==> config.mk <==
export PLATFORM = sky130hd
export DESIGN_NAME = univ_shift_reg_flat
export DESIGN_NICKNAME = d
export VERILOG_FILES = /design/src/rtl/shift_pkg.sv /design/src/rtl/univ_shift_reg_if.sv /design/src/rtl/shift_step.sv /design/src/rtl/univ_shift_reg.sv /design/src/flat_wrapper.sv
export SDC_FILE = /design/constraint.sdc
export NUM_CORES = 1
export LEC_CHECK = 0
export BUFFER_PORTS_ARGS = -buffer_cell sky130_fd_sc_hd__buf_4
export CAP_MARGIN = 25
export CORE_MARGIN = 3
export CORE_UTILIZATION = 52
export DETAILED_ROUTE_END_ITERATION = 6
export PLACE_DENSITY = 0.8
export SLEW_MARGIN = 15
export SYNTH_ARGS = -nofsm -noshare
export SYNTH_HDL_FRONTEND = slang
export SYNTH_SLANG_ARGS = --single-unit
==> constraint.sdc <==
create_clock -name clk -period 2.25 [get_ports clk]
set_input_delay 0.675 -clock clk [delete_from_list [all_inputs] [get_ports clk]]
set_output_delay 0.675 -clock clk [all_outputs]
set_load 0.1 [all_outputs]
==> src/rtl/shift_pkg.sv <==
// Shared types for the universal shift register.
// Modes, burst FSM states and the count-width helper.
package shift_pkg;

  typedef enum logic [2:0] {
    M_HOLD = 3'd0,
    M_SHL  = 3'd1,
    M_SHR  = 3'd2,
    M_ROL  = 3'd3,
    M_ROR  = 3'd4,
    M_ASR  = 3'd5,
    M_LOAD = 3'd6,
    M_RSVD = 3'd7
  } shift_mode_e;

  typedef enum logic [1:0] {
    S_IDLE = 2'd0,
    S_RUN  = 2'd1,
    S_DONE = 2'd2
  } sr_state_e;

  function automatic int cw_of(input int w);
    return $clog2(w) + 1;
  endfunction

endpackage

==> src/rtl/univ_shift_reg_if.sv <==
// Control/data bundle of the universal shift register.
// master drives requests, slave is the register itself.
interface univ_shift_reg_if
  import shift_pkg::*;
#(
  parameter int WIDTH = 16
);

  localparam int CW = cw_of(WIDTH);

  logic             en;
  shift_mode_e      mode;
  logic             d;
  logic [WIDTH-1:0] par_in;
  logic             start;
  logic [CW-1:0]    count;
  logic [WIDTH-1:0] out;
  logic             so;
  logic             busy;
  logic             done;

  modport master (
    output en, mode, d, par_in, start, count,
    input  out, so, busy, done
  );

  modport slave (
    input  en, mode, d, par_in, start, count,
    output out, so, busy, done
  );

endinterface

==> src/rtl/shift_step.sv <==
// One-bit step of the shift register, purely combinational.
// Shared by the direct path and the burst engine.
module shift_step
  import shift_pkg::*;
#(
  parameter int WIDTH = 16
) (
  input  logic [WIDTH-1:0] cur,
  input  shift_mode_e      mode,
  input  logic             d,
  input  logic [WIDTH-1:0] par_in,
  input  logic             so_cur,
  output logic [WIDTH-1:0] nxt,
  output logic             so_nxt
);

  always_comb begin
    nxt    = cur;
    so_nxt = so_cur;
    case (mode)
      M_SHL: begin
        nxt    = {cur[WIDTH-2:0], d};
        so_nxt = cur[WIDTH-1];
      end
      M_SHR: begin
        nxt    = {d, cur[WIDTH-1:1]};
        so_nxt = cur[0];
      end
      M_ROL: begin
        nxt    = {cur[WIDTH-2:0], cur[WIDTH-1]};
        so_nxt = cur[WIDTH-1];
      end
      M_ROR: begin
        nxt    = {cur[0], cur[WIDTH-1:1]};
        so_nxt = cur[0];
      end
      M_ASR: begin
        nxt    = {cur[WIDTH-1], cur[WIDTH-1:1]};
        so_nxt = cur[0];
      end
      M_LOAD: nxt = par_in;
      default: ;
    endcase
  end

endmodule

==> src/rtl/univ_shift_reg.sv <==
// Universal shift register: direct per-cycle ops plus
// a burst engine stepping N times with busy/done.
module univ_shift_reg
  import shift_pkg::*;
#(
  parameter int WIDTH = 16
) (
  input  logic             clk,
  input  logic             rstn,
  univ_shift_reg_if.slave  bus
);

  localparam int CW = cw_of(WIDTH);

  sr_state_e        state, state_n;
  logic [CW-1:0]    rem, rem_n;
  shift_mode_e      lmode, lmode_n;
  shift_mode_e      smode;
  logic [WIDTH-1:0] out_q, out_n;
  logic             so_q, so_n;

  shift_step #(
    .WIDTH (WIDTH)
  ) u_step (
    .cur    (out_q),
    .mode   (smode),
    .d      (bus.d),
    .par_in (bus.par_in),
    .so_cur (so_q),
    .nxt    (out_n),
    .so_nxt (so_n)
  );

  always_comb begin
    state_n = state;
    rem_n   = rem;
    lmode_n = lmode;
    smode   = M_HOLD;
    case (state)
      S_RUN: begin
        if (bus.en) begin
          smode = lmode;
          rem_n = rem - CW'(1);
          if (rem == CW'(1)) begin
            state_n = S_DONE;
          end
        end
      end
      default: begin
        state_n = S_IDLE;
        if (bus.start) begin
          lmode_n = bus.mode;
          // load and empty bursts finish at the accept edge
          if (bus.mode == M_LOAD) begin
            smode   = M_LOAD;
            state_n = S_DONE;
          end else if (bus.count == '0) begin
            state_n = S_DONE;
          end else begin
            rem_n   = bus.count;
            state_n = S_RUN;
          end
        end else if (bus.en) begin
          smode = bus.mode;
        end
      end
    endcase
  end

  always_ff @(posedge clk or negedge rstn) begin
    if (!rstn) begin
      state <= S_IDLE;
      rem   <= '0;
      lmode <= M_HOLD;
      out_q <= '0;
      so_q  <= 1'b0;
    end else begin
      state <= state_n;
      rem   <= rem_n;
      lmode <= lmode_n;
      out_q <= out_n;
      so_q  <= so_n;
    end
  end

  assign bus.out  = out_q;
  assign bus.so   = so_q;
  assign bus.busy = (state == S_RUN);
  assign bus.done = (state == S_DONE);

endmodule

==> src/flat_wrapper.sv <==
// flat-port wrapper written by rule: the top's interface ports become plain ports
module univ_shift_reg_flat import shift_pkg::*;
#(
  parameter int WIDTH = 16
)
  (clk, rstn, bus_en, bus_mode, bus_d, bus_par_in, bus_start, bus_count, bus_out, bus_so, bus_busy, bus_done);
  univ_shift_reg_if #(.WIDTH(WIDTH)) bus_i ();
  input  logic clk;
  input  logic rstn;
  input wire logic [$bits(bus_i.en)-1:0] bus_en;
  input wire logic [$bits(bus_i.mode)-1:0] bus_mode;
  input wire logic [$bits(bus_i.d)-1:0] bus_d;
  input wire logic [$bits(bus_i.par_in)-1:0] bus_par_in;
  input wire logic [$bits(bus_i.start)-1:0] bus_start;
  input wire logic [$bits(bus_i.count)-1:0] bus_count;
  output wire logic [$bits(bus_i.out)-1:0] bus_out;
  output wire logic [$bits(bus_i.so)-1:0] bus_so;
  output wire logic [$bits(bus_i.busy)-1:0] bus_busy;
  output wire logic [$bits(bus_i.done)-1:0] bus_done;
  assign bus_i.en = bus_en;
  assign bus_i.mode = bus_mode;
  assign bus_i.d = bus_d;
  assign bus_i.par_in = bus_par_in;
  assign bus_i.start = bus_start;
  assign bus_i.count = bus_count;
  assign bus_out = bus_i.out;
  assign bus_so = bus_i.so;
  assign bus_busy = bus_i.busy;
  assign bus_done = bus_i.done;
  univ_shift_reg #(.WIDTH(WIDTH)) u_core (.clk(clk), .rstn(rstn), .bus(bus_i));
endmodule
After elaboration in Yosys (flattened, before gate mapping)
Cells that the tools add are included.
{"block": "classes", "addsub": 1, "eq_ne": 14, "multipliers": 0, "bitwise": 2, "n_mux": 18, "shift": 0, "n_reduce_logical": 11, "div_mod_pow": 0, "magnitude_cmp": 0}
{"op": "16-bit case mux with 6 select lines", "n": 1}
{"op": "5-bit two-way mux", "n": 5}
{"op": "3-bit two-way mux", "n": 5}
{"op": "3-bit equality test, second input constant", "n": 4}
{"op": "2-bit two-way mux", "n": 6}
{"op": "3-bit by 2-bit equality test with 1-bit output, second input constant", "n": 2}
{"op": "2-bit inequality test, second input constant", "n": 3}
{"op": "2-bit AND reduction", "n": 3}
{"op": "6-bit nonzero test", "n": 1}
{"op": "5-bit by 1-bit equality test with 1-bit output, second input constant", "n": 1}
{"op": "5-bit zero test", "n": 1}
{"op": "5-bit nonzero test", "n": 1}
{"op": "5-bit by 1-bit subtractor with 5-bit output, second input constant", "n": 1}
{"op": "4-bit AND reduction", "n": 1}
{"op": "2-bit nonzero test", "n": 2}
{"op": "3-bit by 1-bit equality test with 1-bit output, second input constant", "n": 1}
{"op": "3-bit OR reduction", "n": 1}
{"op": "2-bit by 1-bit equality test with 1-bit output, second input constant", "n": 1}
{"op": "2-bit equality test, second input constant", "n": 1}
{"op": "2-bit by 1-bit inequality test with 1-bit output, second input constant", "n": 1}
{"op": "1-bit inverter", "n": 2}
{"op": "1-bit case mux with 2 select lines", "n": 1}
{"op": "2-bit OR reduction", "n": 1}
{"block": "word_totals", "n_memories": 0, "output_inout_bits": 19, "reg_bits": 27, "latch_bits": 0, "mem_bits_rw": 0, "inputBits": 29, "rom_bits": 0, "elab_cells": 52}

Depth between registers and ports, before layout
{"block": "depth", "depth_word": 7, "mapped_depth": 9, "depth_no_buf": 6}

Cells and area by module
A second synthesis with hierarchy kept.
{"block": "hier_totals", "cells_unflattened": 163, "hier_area_um2": 1670.4}
{"module": "univ_shift_reg", "instances": 1, "cells_per_inst": 81, "area_per_inst_um2": 1024.7, "seq_area_each_um2": 675.6}
{"module": "shift_step", "instances": 1, "cells_per_inst": 82, "area_per_inst_um2": 645.6, "seq_area_each_um2": 0.0}

Worst setup path after synthesis
Ideal clock, no wire load.
{"block": "synth_timing", "path_type": "in2reg", "start": "input bus_mode[2]", "end": "register u_core.out_q[14], in the netlist u_core.bus.out[14]", "t_arrival_ns": 2.024, "setup_slack_ns": 0.098, "setup_ns": 0.127, "t_required_ns": 2.123, "cell_stages": 7, "path_buffers": 1, "cell_sequence": "nor2b_1 mux2_4 a21bo_4 o31a_4 buf_6 o22ai_1 o31ai_1"}
{"block": "synth_between", "elab_chain_cells": 6, "word_cells_on_any_way": 13, "cone_classes": "7 x eq/ne; 5 x mux; 1 x reduce/logical"}
{"element": "from (decl)", "line_no": "flat_wrapper.sv:11", "rtl": "input wire logic [$bits(bus_i.mode)-1:0] bus_mode;"}
{"element": "3-bit equality test", "line_no": "univ_shift_reg.sv:54", "rtl": "if (bus.mode == M_LOAD) begin"}
{"element": "3-bit two-way mux", "line_no": "univ_shift_reg.sv:54"}
{"element": "3-bit two-way mux *", "line_no": "univ_shift_reg.sv:51", "rtl": "if (bus.start) begin"}
{"element": "3-bit two-way mux *", "line_no": "univ_shift_reg.sv:39", "rtl": "case (state)"}
{"element": "3-bit equality test (tied with other cells)", "line_no": "shift_step.sv:20", "rtl": "case (mode)"}
{"element": "16-bit case mux with 6 select lines or 6-bit nonzero test (tied branches)"}
{"element": "to (signal assigned)", "line_no": "univ_shift_reg.sv:81", "rtl": "out_q <= out_n;"}
{"element": "to (decl)", "line_no": "univ_shift_reg.sv:19", "rtl": "logic [WIDTH-1:0] out_q, out_n;"}
Every way passes the cells marked *; elsewhere a longest branch is shown, timed or not.
A chain may end at the register's enable or synchronous reset.

Worst setup path after layout
{"block": "layout_timing", "start": "register u_core.state[1]", "end": "output bus_busy"}
{"block": "layout_between", "elab_chain_cells": 1}
{"element": "from (decl)", "line_no": "univ_shift_reg.sv:15", "rtl": "sr_state_e state, state_n;"}
{"element": "from (signal assigned)", "line_no": "univ_shift_reg.sv:78", "rtl": "state <= state_n;"}
{"element": "2-bit by 1-bit equality test with 1-bit output", "line_no": "univ_shift_reg.sv:88", "rtl": "assign bus.busy = (state == S_RUN);"}
{"element": "to (decl)", "line_no": "flat_wrapper.sv:18", "rtl": "output wire logic [$bits(bus_i.busy)-1:0] bus_busy;"}
Every way passes these cells.

==> impl_metrics.tcl <==
set metrics [dict create \
    clock_sinks 27 \
    slew_headroom_pct 67.6 \
    maxCapViolCount 0 \
    core-area_um2 3080 \
    path_clk_slew_ns 0.16 \
    layout_commonest_cell "buf_4" \
    finalWeightedCongestion 0.950 \
    insertedDiodeCount 0 \
    firstDrtPassIters 4 \
    synth-async-reset-ratio_pct 100 \
    avgSynthCellArea_um2 9.11 \
    synth_seq_cells 27 \
    ios 48 \
    synth_top_cell_area_share_pct 39.9 \
    syn2layout_area_growth_pct 26.0 \
    post-cts-setup-buffers 0 \
    r2r-start "u_core.state[1]" \
    hold_class "input port to asynchronous set/reset pin" \
    finalSetupViolations 0 \
    drv_slew 0 \
    yosys.area.top_type "dfrtp_1" \
    r2r-end "u_core.bus.out[15]" \
    die-area_um2 3980 \
    fin_crit_sh_pct 96.0 \
    finalCriticalPeriod_ns 2.16 \
    rows 20 \
    worst_pin_slew_ns 0.486 \
    vias 1623 \
    final_cell_mix "53 x buf_4, 27 x dfrtp_1, 23 x nor2_1, 20 x nand2_1, 15 x o22ai_1" \
    start_util_pct 55.1 \
    cp_data_required_time_ns 1.57 \
    grt_overflow 0 \
    critPathMaxFanout 20 \
    synth_edf_count 0 \
    max_freq_ghz 0.463 \
    antenna_found_initial 0 \
    drt-total-wl_mm 4.10 \
    drc 0 \
    cp-end-kind "output port" \
    synthDistinctLibCells 46 \
    ff2ff_setup_slack_ns 0.15 \
    htree_levels 1 \
    vias_per_cell 5.82 \
    arrival_ns 1.49 \
    cts_made_buffers 3 \
    yosys_warnings 0 \
    die_w_um 63.1 \
    synth_nets 217 \
    postCtsHoldBufs 0 \
    synth_area_leaders "dfrtp_1 40%, o31ai_1 6.2%, o22ai_1 5.5%, nor2_1 5.1%, nand2_1 4.4%" \
    finalNetCount 267 \
    synth_area_um2 1700 \
    worstSetupStartpointType "flop" \
    syn_inst 186 \
    root_buffer "clkbuf_4" \
    tns_ns 0 \
    cts.repair.resized 0 \
    hpwl_mm 3.14 \
    clk_latency_ns 0.34 \
    rsz0062_at_grt "false" \
    fin_skew_ns 0.00685 \
    ant_nets 0 \
    crit_path_end "bus_busy" \
    die_h_um 63.1 \
    critPathKind "flop to output port" \
    grt_pass1_vias 1602 \
    routedWlPerCell_um 14.7 \
    synth-seq-area-share_pct 39.9 \
    crit_start "u_core.state[1]" \
    hold_viol 0 \
    drt_first_iter_violations 179 \
    r2r_cells 6 \
    grt_usage_pct 22.1 \
    cts_tree "built" \
    grt_max_degree 30 \
    drive_gt1_share_pct 31.5 \
    clockBufferDepth 2 \
    grt_pass1_wl_mm 7.29 \
    portBuffers 47 \
    synth_flop_cell "dfrtp_1" \
    run_status "completed" \
]
## worst min-delay path by stage
stage | endpoint | slack (ns) | cells past startpoint
after floorplan | u_core.bus.out[0] | 0.38 | 0
after global placement | u_core.lmode[1] | 0.48 | 1
after detailed placement | u_core.lmode[1] | 0.49 | 1
after CTS | u_core.bus.out[3] | 0.22 | 1
after global routing | u_core.bus.out[2] | 0.21 | 1
final | u_core.bus.out[4] | 0.22 | 1
## area by class of cell
type | count | area (um^2)
fillers | 247 | 942
well taps | 44 | 55.1
repair buffers | 54 | 418
flip-flops and latches | 27 | 676
clock buffers | 3 | 22.5
multi-input cells | 144 | 935
clock inverters | 1 | 7.51
inverters | 6 | 22.5
## worst max-delay path, cell delays in order, from the launching register on
cell and delay (ns):
dfrtp_1 0.42, nand2b_4 0.24, inv_1 0.17, buf_4 0.31
## flip-flops by register name (all words and copies together), names as in the netlist
register	cells
u_core.bus.out	16
u_core.bus.so	1
u_core.lmode	3
u_core.rem	5
u_core.state	2
## cells in the mapped netlist, types with 2 or more instances
library cell   n
dfrtp_1       27
nor2_1        23
nand2_1       20
o22ai_1       15
o31ai_1       14
a21oi_1        8
o21ai_0        8
inv_1          6
nand3_1        5
mux2_2         4
nor2b_1        4
nor3_1         4
buf_6          3
nor4_1         3
a211oi_1       2
a22oi_1        2
a31oi_1        2
and3_1         2
buf_2          2
buf_4          2
clkbuf_1       2
ha_1           2
mux2_4         2
o211ai_1       2
## layer usage
layer	wire (um)	global-route usage, %	vias to the layer above
met1	1730	28.3	784
met4	28	5.51	0
met5	0	0	-
met3	217	3.92	4
met2	2120	38.3	47
li1	-	-	788
## cell families after synthesis
group           synth area share (%)
compound gates                  29.4
fa+ha+maj                       1.48
simple gates                    19.0
flops                           39.9
mux                             5.02
buf+inv                         5.24
## stage by stage
step	worst slack (ns)	cell area (um^2)	utilization [%]	hold slack (ns)	cells
CTS	0.0824	2140	69.4	0.224	279
detailed placement	-0.0570	2110	68.4	0.490	275
finish	0.0894	2140	69.4	0.216	279
floorplan	0.0984	1700	-	0.379	186
global route	0.0119	2140	69.4	0.207	279
global placement	0.0153	2110	68.4	0.482	275
Power is not shown: default switching activity piles up to over one toggle a cycle in this logic, so the estimate is an artifact.
